[src/rtl/muldiv_issue_ctrl.sv]
// muldiv_issue_ctrl: issues M-extension ops from EX to the multi-cycle mul/div unit,
// stalls the front end until completion, handles flushes and a completion watchdog.
module muldiv_issue_ctrl #(
  parameter int DATA_W  = 32,
  parameter int TIMEOUT = 64
) (
  input  logic              clk,
  input  logic              rst,
  input  logic              ex_valid,
  input  logic              ex_is_muldiv,
  input  logic [2:0]        ex_op,
  input  logic [DATA_W-1:0] ex_rs1,
  input  logic [DATA_W-1:0] ex_rs2,
  input  logic [4:0]        ex_rd,
  input  logic              flush,
  output logic              stall,
  output logic              md_valid,
  output logic [2:0]        md_op,
  output logic [DATA_W-1:0] md_a,
  output logic [DATA_W-1:0] md_b,
  input  logic              md_done,
  input  logic [DATA_W-1:0] md_result,
  input  logic              md_div_by_zero,
  output logic              wb_valid,
  output logic [4:0]        wb_rd,
  output logic [DATA_W-1:0] wb_data,
  output logic              wb_dbz,
  output logic              timeout_err
);
  localparam int CW = $clog2(TIMEOUT);
  localparam logic [2:0] IDLE  = 3'd0;
  localparam logic [2:0] ISSUE = 3'd1;
  localparam logic [2:0] WAIT  = 3'd2;
  localparam logic [2:0] DONE  = 3'd3;
  localparam logic [2:0] DRAIN = 3'd4;

  logic [2:0]        state_q, state_d;
  logic [CW-1:0]     cnt_q, cnt_d;
  logic [2:0]        op_q, op_d;
  logic [DATA_W-1:0] a_q, a_d, b_q, b_d, wdata_q, wdata_d;
  logic [4:0]        rd_q, rd_d;
  logic              wdbz_q, wdbz_d, terr_q, terr_d;
  logic              req, expired;

  assign req     = ex_valid & ex_is_muldiv & ~flush;
  assign expired = (cnt_q == CW'(TIMEOUT - 1)) & ~md_done;

  always_comb begin
    state_d = state_q;
    op_d    = op_q;
    a_d     = a_q;
    b_d     = b_q;
    rd_d    = rd_q;
    wdata_d = wdata_q;
    wdbz_d  = wdbz_q;
    terr_d  = terr_q;
    case (state_q)
      IDLE: if (req) begin
        state_d = ISSUE;
        op_d    = ex_op;
        a_d     = ex_rs1;
        b_d     = ex_rs2;
        rd_d    = ex_rd;
      end
      ISSUE: state_d = flush ? DRAIN : WAIT;
      WAIT: if (md_done) begin
        state_d = flush ? IDLE : DONE;
        wdata_d = flush ? wdata_q : md_result;
        wdbz_d  = flush ? wdbz_q : md_div_by_zero;
      end else if (flush) begin
        state_d = DRAIN;
      end else if (expired) begin
        state_d = DONE;
        wdata_d = '0;
        wdbz_d  = 1'b0;
        terr_d  = 1'b1;
      end
      DONE: state_d = IDLE;
      DRAIN: if (md_done | expired) begin
        state_d = IDLE;
        terr_d  = terr_q | expired;
      end
      default: state_d = IDLE;
    endcase
  end

  // the watchdog restarts on every entry to WAIT or DRAIN, including WAIT->DRAIN
  assign cnt_d = (state_d == state_q && (state_q == WAIT || state_q == DRAIN)) ? cnt_q + 1'b1 : '0;

  always_ff @(posedge clk or posedge rst) begin
    if (rst) begin
      state_q <= IDLE;
      cnt_q   <= '0;
      op_q    <= '0;
      a_q     <= '0;
      b_q     <= '0;
      rd_q    <= '0;
      wdata_q <= '0;
      wdbz_q  <= 1'b0;
      terr_q  <= 1'b0;
    end else begin
      state_q <= state_d;
      cnt_q   <= cnt_d;
      op_q    <= op_d;
      a_q     <= a_d;
      b_q     <= b_d;
      rd_q    <= rd_d;
      wdata_q <= wdata_d;
      wdbz_q  <= wdbz_d;
      terr_q  <= terr_d;
    end
  end

  assign stall       = (state_q == IDLE & req) | state_q == ISSUE | state_q == WAIT |
                       (state_q == DRAIN & ex_valid & ex_is_muldiv);
  assign md_valid    = state_q == ISSUE;
  assign md_op       = op_q;
  assign md_a        = a_q;
  assign md_b        = b_q;
  assign wb_valid    = state_q == DONE & ~flush;
  assign wb_rd       = rd_q;
  assign wb_data     = wdata_q;
  assign wb_dbz      = wdbz_q;
  assign timeout_err = terr_q;
endmodule

[config.mk]
export PLATFORM = sky130hd
export DESIGN_NAME = muldiv_issue_ctrl
export DESIGN_NICKNAME = d
export VERILOG_FILES = /design/src/rtl/muldiv_issue_ctrl.sv
export SDC_FILE = /design/constraint.sdc
export NUM_CORES = 1
export LEC_CHECK = 0
export CAP_MARGIN = 25
export CORE_UTILIZATION = 39
export CTS_CLUSTER_DIAMETER = 50
export DETAILED_ROUTE_END_ITERATION = 7
export PLACE_DENSITY = 0.84
export SKIP_LAST_GASP = 1
export SLEW_MARGIN = 10
export SYNTH_ARGS = -nofsm -noshare
export SYNTH_HDL_FRONTEND = slang
export SYNTH_SLANG_ARGS = --single-unit
export TNS_END_PERCENT = 30
[constraint.sdc]
create_clock -name clk -period 3.2 [get_ports clk]
set_input_delay 0.32 -clock clk [delete_from_list [all_inputs] [get_ports clk]]
set_output_delay 0.32 -clock clk [all_outputs]
set_load 0.01 [all_outputs]
==> out/qor.csv <==
metric,value,unit
clkSinkCount,115,
max_slew_margin,38.5,%
synth-main-ff-cell,dfrtp_1,
crit_required,2.88,ns
gp_congestion,0.796,
drv_cap,0,
post_cts_resize_count,0,
track_usage,19.5,%
yosysSeqAreaShare,55.5,%
syn_inst,388,
syn_nets,500,
grt_pass1_wl,21000,µm
syn_area,0.00519,mm²
syn_avg_cell_area,13.4,µm²
routed_wl,12900,µm
hold_buffers,0,
num_io_pins,220,
placement.io_buffers,219,
max_stage_delay,0.59,ns
ant_nets,0,
crit_slowest_cell,clkdlybuf4s50_1,
hpwl,9280,µm
dieHeight,117,µm
placementRows,41,
finalSetupTns,0,ns
ys_seq_elements,115,
fin_skew,0.00492,ns
nNetsFinal,722,
r2r_slack,1.24,ns
cp.arrival,2.07,ns
crit_family,buffers and inverters,
num_vias,3772,
reg2regPathDepth,4,
critPathCaptureType,output pin,
cts_made_buffers,17,
grt_pass1_vias,4020,
die_w,117,µm
overflow,0,
synth_cell_types,33,
worst-path-max-fanout,8,
async_flop_share,100,%
hp-class,in2async,
critPathLaunch,state_q[2],
grt_max_degree,74,
root_buffer,clkbuf_16,
max_freq,419,MHz
post_cts_buffers,0,
cts_tree,built,
drc,0,
finalHoldViolations,0,
yosysWarnings,0,
path_class,reg2out,
diodes,0,
finalCritPeriodShare,74.7,%
status,"finished, final reports clean",
drt_iter0_markers,150,
p_leak,3.78,nW
rr_endpoint,md_a[13],
worstSkewPairLatency,0.41,ns
drive_gt1_share,19.3,%
wl_per_cell,16.2,µm
cp_num_buf_inv,1,
synth-edff-count,0,
core,0.0128,mm²
crit_chain,nor2b_1 -> a31oi_1 -> o32ai_1 -> clkdlybuf4s50_1,
path_clk_slew,0.05,ns
antenna_found_initial,0,
cts.path.max_buffers,2,
die-area,0.0138,mm²
maxSlewViolCount,0,
min_period,2.39,ns
worst_slew_pin_slew,0.923,ns
place_inst,763,
rsz0062_at_grt,no,
r2r-start,state_q[0],
area_delta_synth_final,56.2,%
htreeDepth,4,
stdcell_count,795,
power.density,695,mW/mm²
ir_drop,462,µV
setup_viol,0,
avgViaCountPerCell,4.74,
floorplan.initialDensity,40.6,%
cp-start-kind,flip-flop,
dr.pass1.iters,4,
-- logic make-up (layout without fill, tap and decap cells) --
group                    after synthesis  in the layout  share of synthesized area [%]
buffers and inverters                 62            297                           6.29
flip-flops                           115            115                           55.5
multiplexers                          72             72                           20.6
AND/OR/NAND/NOR                       91             91                           10.5
adder cells (fa/ha/maj)                1              1                          0.241
AO/OA/AOI/OAI                         43             43                           6.22
XOR/XNOR                               4              4                          0.675
-- metal layers --
layer | track usage, % | part of all wire (%) | vias up
met1 | 22.1 | 40 | 1846
met5 | 0 | 0 | -
met4 | 7.39 | 1.9 | 0
li1 | - | - | 1782
met2 | 34.7 | 53 | 126
met3 | 5.30 | 4.4 | 18
-- cell type report --
class | count | area (µm²)
Sequential cell | 115 | 2880
Clock inverter | 15 | 185
Timing Repair Buffer | 228 | 2270
Tap cell | 172 | 215
Clock buffer | 17 | 425
Inverter | 37 | 143
Fill cell | 932 | 4670
Multi-Input combinational cell | 211 | 1990
-- placed cells by master, fill, tap and decap left out, types with 3 or more instances in the layout --
cell type / n
buf_4: 8
bufinv_16: 3
clkbuf_16: 17
clkdlybuf4s50_1: 219
clkinv_4: 5
clkinvlp_4: 6
dfrtp_1: 115
inv_1: 36
mux2_2: 3
mux2_4: 69
nand2_1: 3
nand2b_1: 33
nand3_1: 38
nor3_1: 6
o211ai_1: 34
-- synthesized netlist by cell type (2+ instances only) --
master    number  area [µm²]
inv_1         37         139
mux2_2         3        33.8
nand2b_1      33         206
mux2_4        69        1040
xnor2_1        2        17.5
nor2b_1        2        12.5
clkbuf_2       2        10.0
nor3_1         6        30.0
o211ai_1      34         255
dfrtp_1      115        2880
clkbuf_1       7        26.3
a31oi_1        2        12.5
o21bai_1       2        15.0
buf_6         11         124
buf_2          4        20.0
nor3b_1        2        15.0
xor2_1         2        17.5
nand2_1        3        11.3
nand3_1       38         190
-- worst min-delay path: stages --
cell and delay, ns:
clkdlybuf4s50_1 0.45, clkinvlp_4 0.09, buf_4 0.43
-- registers in the layout, indices dropped and copies added, names as in the netlist --
| signal | flops |
|---|---|
| timeout_err | 1 |
| wb_data | 32 |
| md_a | 32 |
| cnt_q | 6 |
| md_b | 32 |
| state_q | 3 |
| wb_rd | 5 |
| wb_dbz | 1 |
| md_op | 3 |
-- worst max path at each step --
stage	to	slack (ns)	depth (start not counted)
2_1_floorplan	cnt_q[0]	1.48	1
3_3_place_gp	md_op[2]	0.89	5
3_5_place_dp	md_b[25]	0.83	5
4_1_cts	stall	0.78	4
5_1_grt	stall	0.66	4
6_report	stall	0.81	4
-- stage by stage --
step / hold WS, ns / utilization (%) / setup WS, ns / cell area (µm²) / power, W
detailed placement: 0.466 / 58.7 / 0.831 / 7500 / 0.00373
finish: 0.435 / 63.5 / 0.811 / 8110 / 0.00563
global placement: 0.451 / 58.7 / 0.894 / 7500 / 0.00368
global route: 0.488 / 63.5 / 0.658 / 8110 / 0.00588
CTS: 0.452 / 63.5 / 0.778 / 8110 / 0.00570
floorplan: 0.391 / - / 1.48 / 5190 / 0.00278
-- where the power goes --
part	leakage, nW	total [W]	switching, W	internal, W
clock	0.282	0.00192	0.000689	0.00123
sequential	1.28	0.00203	0.000230	0.00180
combinational	2.22	0.00169	0.000553	0.00113
No activity file was read; power rests on OpenSTA's default activity.
